$ cat config.mk
export PLATFORM = sky130hd
export DESIGN_NAME = pipelined_cskip_adder
export DESIGN_NICKNAME = d
export VERILOG_FILES = /design/src/rtl/pipelined_cskip_adder.sv
export SDC_FILE = /design/constraint.sdc
export NUM_CORES = 1
export LEC_CHECK = 0
export BUFFER_PORTS_ARGS = -buffer_cell sky130_fd_sc_hd__buf_2
export CAP_MARGIN = 5
export CORE_UTILIZATION = 55
export CTS_BUF_LIST = sky130_fd_sc_hd__clkbuf_8
export DETAILED_ROUTE_END_ITERATION = 12
export PLACE_DENSITY = 0.84
export SYNTH_ARGS = -nofsm -noshare
export SYNTH_HDL_FRONTEND = slang
export SYNTH_SLANG_ARGS = --single-unit
$ cat constraint.sdc
create_clock -name clk -period 6.86 [get_ports clk]
set_clock_uncertainty 0.2 [all_clocks]
set_input_delay 1.372 -clock clk [delete_from_list [all_inputs] [get_ports clk]]
set_output_delay 1.372 -clock clk [all_outputs]
set_load 0.02 [all_outputs]
$ cat src/rtl/pipelined_cskip_adder.sv
// ---------------------------------------------------------------------------
// pipelined_cskip_adder
//
// Pipelined, parametrised carry-skip adder/subtractor with valid/ready flow
// control and a signed-overflow flag.
//
// The WIDTH-bit datapath is split into BLK-bit carry-skip blocks. Each block
// ripples internally and forms a block propagate P = &(a ^ b). The carry out
// of a block is the incoming block carry when P is set (skip path), otherwise
// the ripple carry. BLK_PER_STG blocks are evaluated per pipeline stage, and
// the result of every stage is registered, which gives NSTG = WIDTH /
// (BLK * BLK_PER_STG) stages.
//
// Ports
//   clk        in   1      rising-edge clock
//   rst_n      in   1      asynchronous active-low reset
//   in_valid   in   1      a, b, c_in and sub are valid
//   in_ready   out  1      stage 0 can accept an operation this cycle
//   a, b       in   WIDTH  operands
//   c_in       in   1      carry in; used in add mode only
//   sub        in   1      1: a - b (a + ~b + 1); 0: a + b + c_in
//   out_valid  out  1      s/cout/ovf hold a result
//   out_ready  in   1      consumer takes the result
//   s          out  WIDTH  sum or difference, modulo 2^WIDTH
//   cout       out  1      carry out of the MSB (subtract: 1 = no borrow)
//   ovf        out  1      signed overflow (carry into MSB ^ carry out of MSB)
//
// Handshake: a transfer happens on a rising edge where valid and ready are
// both high. A producer holding valid keeps its data stable until that edge.
// in_ready does not depend on in_valid, and out_valid does not depend on
// out_ready. While out_valid is high and out_ready low, out_valid, s, cout and
// ovf are held. Operations leave in the order they were accepted.
//
// Latency: an op accepted on edge n is presented on out_valid after edge
// n + NSTG - 1. With out_ready held high the pipe takes one op per cycle.
// ---------------------------------------------------------------------------
module pipelined_cskip_adder #(
    parameter int WIDTH       = 32,
    parameter int BLK         = 4,
    parameter int BLK_PER_STG = 2
) (
    input  logic             clk,
    input  logic             rst_n,
    input  logic             in_valid,
    output logic             in_ready,
    input  logic [WIDTH-1:0] a,
    input  logic [WIDTH-1:0] b,
    input  logic             c_in,
    input  logic             sub,
    output logic             out_valid,
    input  logic             out_ready,
    output logic [WIDTH-1:0] s,
    output logic             cout,
    output logic             ovf
);

    // Bits resolved per stage, and the number of stages.
    localparam int SW   = BLK * BLK_PER_STG;
    localparam int NSTG = WIDTH / SW;
    // Operand registers are needed only between stages. The last stage has
    // no consumer of operand bits.
    localparam int OPN  = (NSTG > 1) ? NSTG - 1 : 1;

    // ------------------------------------------------------------------
    // Stage registers
    // ------------------------------------------------------------------
    logic [NSTG-1:0]  v_q;            // stage holds a live op
    logic [WIDTH-1:0] s_q   [NSTG];   // sum bits resolved so far
    logic [NSTG-1:0]  c_q;            // carry out of the resolved part
    logic             cm_q  [NSTG];   // carry into the top resolved bit
    logic [WIDTH-1:0] a_q   [OPN];    // operand A for the later stages
    logic [WIDTH-1:0] b_q   [OPN];    // operand B, already inverted for sub

    // ------------------------------------------------------------------
    // Stage inputs and next-state values
    // ------------------------------------------------------------------
    logic [NSTG-1:0]  src_v;
    logic [WIDTH-1:0] src_a [NSTG];
    logic [WIDTH-1:0] src_b [NSTG];
    logic [WIDTH-1:0] src_s [NSTG];
    logic [NSTG-1:0]  src_c;

    logic [WIDTH-1:0] nxt_s [NSTG];
    logic [NSTG-1:0]  nxt_c;
    logic [NSTG-1:0]  nxt_cm;

    logic [NSTG-1:0]  en;             // stage register may load this cycle
    logic [SW+1:0]    res;            // {carry into MSB, carry out, sum}

    // Subtraction is a + ~b + 1. The inversion is done once at entry, so
    // every later stage sees a plain addition.
    logic [WIDTH-1:0] b_eff;
    logic             c0;

    assign b_eff = sub ? ~b : b;
    assign c0    = sub ? 1'b1 : c_in;

    // ------------------------------------------------------------------
    // One stage worth of carry-skip addition.
    // Each block ripples from its incoming carry. The block carry-out is
    // taken from the skip mux: when every bit propagates, the incoming
    // carry passes straight through. Both paths agree logically. The mux
    // is kept so that the carry chain between blocks stays short.
    // Returns {carry into bit SW-1, carry out of the segment, sum}.
    // ------------------------------------------------------------------
    function automatic logic [SW+1:0] seg_add(
        input logic [SW-1:0] x,
        input logic [SW-1:0] y,
        input logic          ci
    );
        logic [SW-1:0] sum;
        logic          c;      // carry between blocks
        logic          bc;     // carry entering the current block
        logic          rc;     // ripple carry inside the current block
        logic          bp;     // block propagate
        logic          pb;     // bit propagate
        logic          cm;     // carry into the most recent bit
        sum = '0;
        c   = ci;
        cm  = 1'b0;
        for (int j = 0; j < BLK_PER_STG; j++) begin
            bc = c;
            rc = c;
            bp = 1'b1;
            for (int i = 0; i < BLK; i++) begin
                pb               = x[j*BLK+i] ^ y[j*BLK+i];
                sum[j*BLK+i]     = pb ^ rc;
                cm               = rc;
                rc               = (x[j*BLK+i] & y[j*BLK+i]) | (pb & rc);
                bp               = bp & pb;
            end
            c = bp ? bc : rc;
        end
        return {cm, c, sum};
    endfunction

    // ------------------------------------------------------------------
    // Datapath: stage 0 reads the ports, and stage k reads register k-1.
    // Every stage receives the full-width vectors and works on its own
    // SW-bit slice.
    // ------------------------------------------------------------------
    always_comb begin
        src_v    = '0;
        src_c    = '0;
        nxt_c    = '0;
        nxt_cm   = '0;
        res      = '0;

        src_v[0] = in_valid;
        src_a[0] = a;
        src_b[0] = b_eff;
        src_s[0] = '0;
        src_c[0] = c0;
        for (int k = 1; k < NSTG; k++) begin
            src_v[k] = v_q[k-1];
            src_a[k] = a_q[k-1];
            src_b[k] = b_q[k-1];
            src_s[k] = s_q[k-1];
            src_c[k] = c_q[k-1];
        end

        for (int k = 0; k < NSTG; k++) begin
            res                   = seg_add(src_a[k][k*SW +: SW],
                                            src_b[k][k*SW +: SW],
                                            src_c[k]);
            nxt_s[k]              = src_s[k];
            nxt_s[k][k*SW +: SW]  = res[SW-1:0];
            nxt_c[k]              = res[SW];
            nxt_cm[k]             = res[SW+1];
        end
    end

    // ------------------------------------------------------------------
    // Flow control. A stage may load when it is empty, or when its
    // occupant moves on in the same cycle. The chain runs from the output
    // back to in_ready, so a full pipe with out_ready high still takes a
    // new op every cycle.
    // ------------------------------------------------------------------
    always_comb begin
        en         = '0;
        en[NSTG-1] = !v_q[NSTG-1] || out_ready;
        for (int k = NSTG - 2; k >= 0; k--) begin
            en[k] = !v_q[k] || en[k+1];
        end
    end

    assign in_ready = en[0];

    // ------------------------------------------------------------------
    // Stage registers. Data loads only with a live op. A bubble clears
    // the valid bit and leaves the data unchanged, so s keeps its last
    // value between results.
    // ------------------------------------------------------------------
    always_ff @(posedge clk or negedge rst_n) begin
        if (!rst_n) begin
            v_q <= '0;
            c_q <= '0;
            for (int k = 0; k < NSTG; k++) begin
                s_q[k]  <= '0;
                cm_q[k] <= 1'b0;
            end
            for (int k = 0; k < OPN; k++) begin
                a_q[k] <= '0;
                b_q[k] <= '0;
            end
        end else begin
            for (int k = 0; k < NSTG; k++) begin
                if (en[k]) begin
                    v_q[k] <= src_v[k];
                    if (src_v[k]) begin
                        s_q[k]  <= nxt_s[k];
                        c_q[k]  <= nxt_c[k];
                        cm_q[k] <= nxt_cm[k];
                    end
                end
            end
            for (int k = 0; k < NSTG - 1; k++) begin
                if (en[k] && src_v[k]) begin
                    a_q[k] <= src_a[k];
                    b_q[k] <= src_b[k];
                end
            end
        end
    end

    // ------------------------------------------------------------------
    // Outputs come from the last stage register.
    // ------------------------------------------------------------------
    assign out_valid = v_q[NSTG-1];
    assign s         = s_q[NSTG-1];
    assign cout      = c_q[NSTG-1];
    assign ovf       = c_q[NSTG-1] ^ cm_q[NSTG-1];

endmodule

== Word level (Yosys, flattened, before mapping) ==
Index checks and enable logic that the tools add are counted.
W data, S select, Z words.

* Word-level logic and storage cells: 230
* Register bits after elaboration: 281
* Bits of input ports: 70

* Bitwise gates (word level): 186
* Reduce and logical (&&, ||, !) cells: 15
* Muxes and demuxes: 10

{| class="wikitable"
|+ Operators by type and width
! kind !! count
|-
| $and A1 B1 Y1 || 88
|-
| $xor A1 B1 Y1 || 65
|-
| $mux W32 || 1
|-
| $not A32 Y32 || 1
|-
| $or A1 B1 Y1 || 32
|-
| $mux W1 || 9
|-
| $reduce_and A2 Y1 || 4
|-
| $logic_not A1 Y1 || 4
|-
| $logic_or A1 B1 Y1 || 4
|-
| $logic_and A1 B1 Y1 || 3
|}

== Depth between registers and ports, before layout ==
* Depth after elaboration: 21
* Mapped depth: 17
* Gate-level depth less buffers: 15

== Least setup slack after synthesis ==
OpenSTA, ideal clock, no wires.

* Path type: input to register
* From: input sub
* To: register s_q, in the netlist nxt_s[71]
* Setup slack: 0.855 ns
* Arrival: 5.680 ns
* Cell stages on the path: 15
* Required time: 6.535 ns
* Cells stage by stage: buf_2 -> buf_2 -> xor2_1 -> inv_1 -> fa_1 -> fa_1 -> fa_1 -> fa_1 -> mux2_2 -> fa_1 -> fa_1 -> fa_1 -> inv_1 -> fa_1 -> mux2_2

{| class="wikitable"
|+ RTL lines
! item !! line !! text
|-
| from (decl) || 49 || <nowiki>input logic sub,</nowiki>
|-
| to (signal, indexed assignment) || 211 || <nowiki>s_q[k] <= nxt_s[k];</nowiki>
|-
| to (decl) || 68 || <nowiki>logic [WIDTH-1:0] s_q [NSTG];</nowiki>
|}

==> metrics.yaml <==
run_status:
  outcome: "complete, no violations"
die:
  num_ports: 106
  dieArea_um2: 15900
  placementRows: 44
  dieHeight_um: 126
  core_region_area_um2: 14800
  die_width_um: 126
  initial_core_util_pct: 57.3
critical_path:
  crit_arrival_ps: 5810
  cp-end-kind: "register"
  crit_family: "adder cells"
  critical_path.n_buffers_inverters: 3
  cp_max_fo: 7
  path_cells: "buf_2 -> xor2_1 -> inv_1 -> fa_1 -> fa_1 -> fa_1 -> fa_1 -> mux2_2 -> fa_1 -> fa_1 -> fa_1 -> inv_1 -> fa_1 -> mux2_2"
  worst-setup-path-type: "primary input to register"
  slowest_delay_ps: 450
  worst_path_max_delay_cell: "sky130_fd_sc_hd__fa_1"
  worst_setup_path_start_kind: "primary input"
  path_common_cell: "sky130_fd_sc_hd__fa_1"
  cp.required_ps: 7010
cells_and_area:
  area.growth.synth_to_final_pct: 11.5
  design.final.nets: 837
  layout-drive-gt1-share_pct: 39.5
routing:
  routed_wl_um: 14400
  route.detailed.drc: 0
  drt-wirelength-per-cell_um: 16.0
  drt_first_pass_iters: 4
  detail-route-antenna-nets: 0
  num_vias: 4693
  detailedRoute.firstIterationViolations: 205
  via_per_inst: 5.21
sta:
  maxSlewViolCount: 0
  totalNegativeSetupSlack_ps: 0
  min_cycle_time_layout_ps: 5660
  report.final.setup_viol: 0
  max_slew.worst_pin.slew_ps: 1060
  max_clock_freq_mhz: 177
  fin_crit_sh_pct: 82.5
  unrepaired_setup_endpoints_after_global_routing: "false"
  final.hold.worst_slack_ps: 282
  worst_slew_margin_pct: 29.3
  timing.final.hold_violations: 0
placement:
  gp_routability_congestion: 0.802
  place_hpwl_um: 10400
  port_buffers: 105
logic_synthesis:
  syn_inst: 600
  ys.warnings.count: 0
  synth.yosys.seq_area_share_pct: 54.7
  synth_top_area_share_pct: 54.7
  post_synth_num_cell_types: 26
  synth_top_cell_by_area: "sky130_fd_sc_hd__dfrtp_1"
  post_synth_main_area_contributors: "sky130_fd_sc_hd__dfrtp_1 (55%), sky130_fd_sc_hd__mux2_2 (19%), sky130_fd_sc_hd__fa_1 (7.6%)"
  post_synth.cell_area_avg_um2: 14.1
  synth.ff_latch_count: 185
  post_synth_most_frequent_cells: "sky130_fd_sc_hd__dfrtp_1 (185), sky130_fd_sc_hd__mux2_2 (141), sky130_fd_sc_hd__nand2_1 (44)"
  synth_fp_nets: 734
  asr_flop_ratio_synth_pct: 100
  synthMostInstantiatedCell: "sky130_fd_sc_hd__dfrtp_1"
  synth_enable_flop_cells: 0
  mappedNetlistArea_um2: 8460
  synth_ff_type: "sky130_fd_sc_hd__dfrtp_1"
clock_network:
  cts.clk_slew.worst_paths_ps: 80
  ctsHtreeMaxLevel: 4
  postCtsSetupBuffers: 0
  worst_skew_pair.late_latency_ps: 460
  tritoncts_clock_tree: "done"
  tritoncts.num_buffers: 17
  numClockSinks: 185
  clock_path_buffers: 2
  postCtsResizedCells: 0
  hold_buffers: 0
  clk_root_buffer_cell: "sky130_fd_sc_hd__clkbuf_8"
grt:
  first_global_vias: 5084
  groute.usage.overall_pct: 20.1
  grt_pass1_wl_um: 24600
  antenna_found_initial: 2
  gr-total-overflow: 0
  maximum_number_of_pins_on_one_net_before_global_route_repair: 74
power:
  power.density_nw_per_um2: 371
  ir_worst_vdd_uv: 132
  power_leakage_nw: 4.44
worst_hold_path:
  min-delay-path-class: "register to register"
run:
  drv_cap: 0
## through the flow
step           setup slack (ps)  util [%]  cell area, um2  total power [mW]  cells
6_report                   1200      63.9            9420              3.49    900
3_3_place_gp                983      61.5            9070              2.80    868
2_1_floorplan               855         -            8460              2.50    600
4_1_cts                    1240      63.8            9420              3.54    898
5_1_grt                    1060      63.8            9420              3.75    898
3_5_place_dp                726      61.5            9070              2.90    868
## final timing paths
check	from	endpoint	slack, ps	cells after the start
min in group asynchronous	rst_n	cm_q[0]	610	1
setup reg to reg	c_q[1]	nxt_s[23]	2560	13
hold reg to reg	b_q[85]	b_q[85]	280	2
setup / recovery	sub	nxt_s[71]	1200	14
hold / removal	b_q[85]	b_q[85]	280	2
max in group asynchronous	rst_n	nxt_s[11]	4600	2
## power breakdown
group | internal [mW] | leakage (nW) | switching (mW)
clock network | 0.297 | 0.200 | 0.347
logic | 0.571 | 2.04 | 0.555
registers | 1.48 | 2.20 | 0.246
total | 2.34 | 4.44 | 1.15
## state kept, by name, indices dropped and copies added, names as in the netlist
signal  count
a_q        48
b_q        48
c_q         4
cm_q        1
nxt_s      48
s          32
v_q         4
## layer usage
metal	up-vias	global-route usage, %	share of wire [%]
met5	-	0	0
met4	0	7.09	1.5
met3	18	5.73	4.7
met2	91	34.3	51
met1	2394	24.7	43
li1	2190	-	-
## cells by family after synthesis
group | after synthesis | synth area share, %
muxes | 144 | 19.2
AOI/OAI and AO/OA | 46 | 2.93
buffers and inverters | 64 | 3.86
xor gates and xnor gates | 33 | 3.42
adders and majority gates | 64 | 12.3
and+or+nand+nor | 64 | 3.57
DFF | 185 | 54.7
## worst min-delay path, stage by stage (launching register included)
cell and delay (ps):
sky130_fd_sc_hd__dfrtp_1 350, sky130_fd_sc_hd__nand2_1 50, sky130_fd_sc_hd__o21ai_0 60
## cell usage in the layout, fill, tap and decap left out, types with 3 or more instances in the layout
| master | n |
|---|---|
| sky130_fd_sc_hd__dfrtp_1 | 185 |
| sky130_fd_sc_hd__mux2_2 | 141 |
| sky130_fd_sc_hd__buf_2 | 104 |
| sky130_fd_sc_hd__inv_1 | 43 |
| sky130_fd_sc_hd__nand2_1 | 43 |
| sky130_fd_sc_hd__o21ai_0 | 39 |
| sky130_fd_sc_hd__fa_1 | 32 |
| sky130_fd_sc_hd__ha_1 | 32 |
| sky130_fd_sc_hd__clkbuf_8 | 23 |
| sky130_fd_sc_hd__xnor2_1 | 22 |
| sky130_fd_sc_hd__xor2_1 | 11 |
| sky130_fd_sc_hd__nand4_1 | 8 |
| sky130_fd_sc_hd__buf_4 | 5 |
| sky130_fd_sc_hd__nand2b_1 | 4 |
| sky130_fd_sc_hd__nor2_1 | 3 |
| sky130_fd_sc_hd__a21oi_1 | 3 |
| sky130_fd_sc_hd__nand2_2 | 3 |
## cell type report
| type | count | area (um2) |
|---|---|---|
| timing repair buffer | 110 | 569 |
| clock inverter | 7 | 28.8 |
| clock buffer | 23 | 317 |
| tap | 184 | 230 |
| antenna | 2 | 5.00 |
| inverter | 38 | 143 |
| sequential | 185 | 4630 |
| multi-input combinational | 351 | 3500 |
| fill | 1109 | 5330 |
Note: power is estimated with default switching activity, not from simulation.
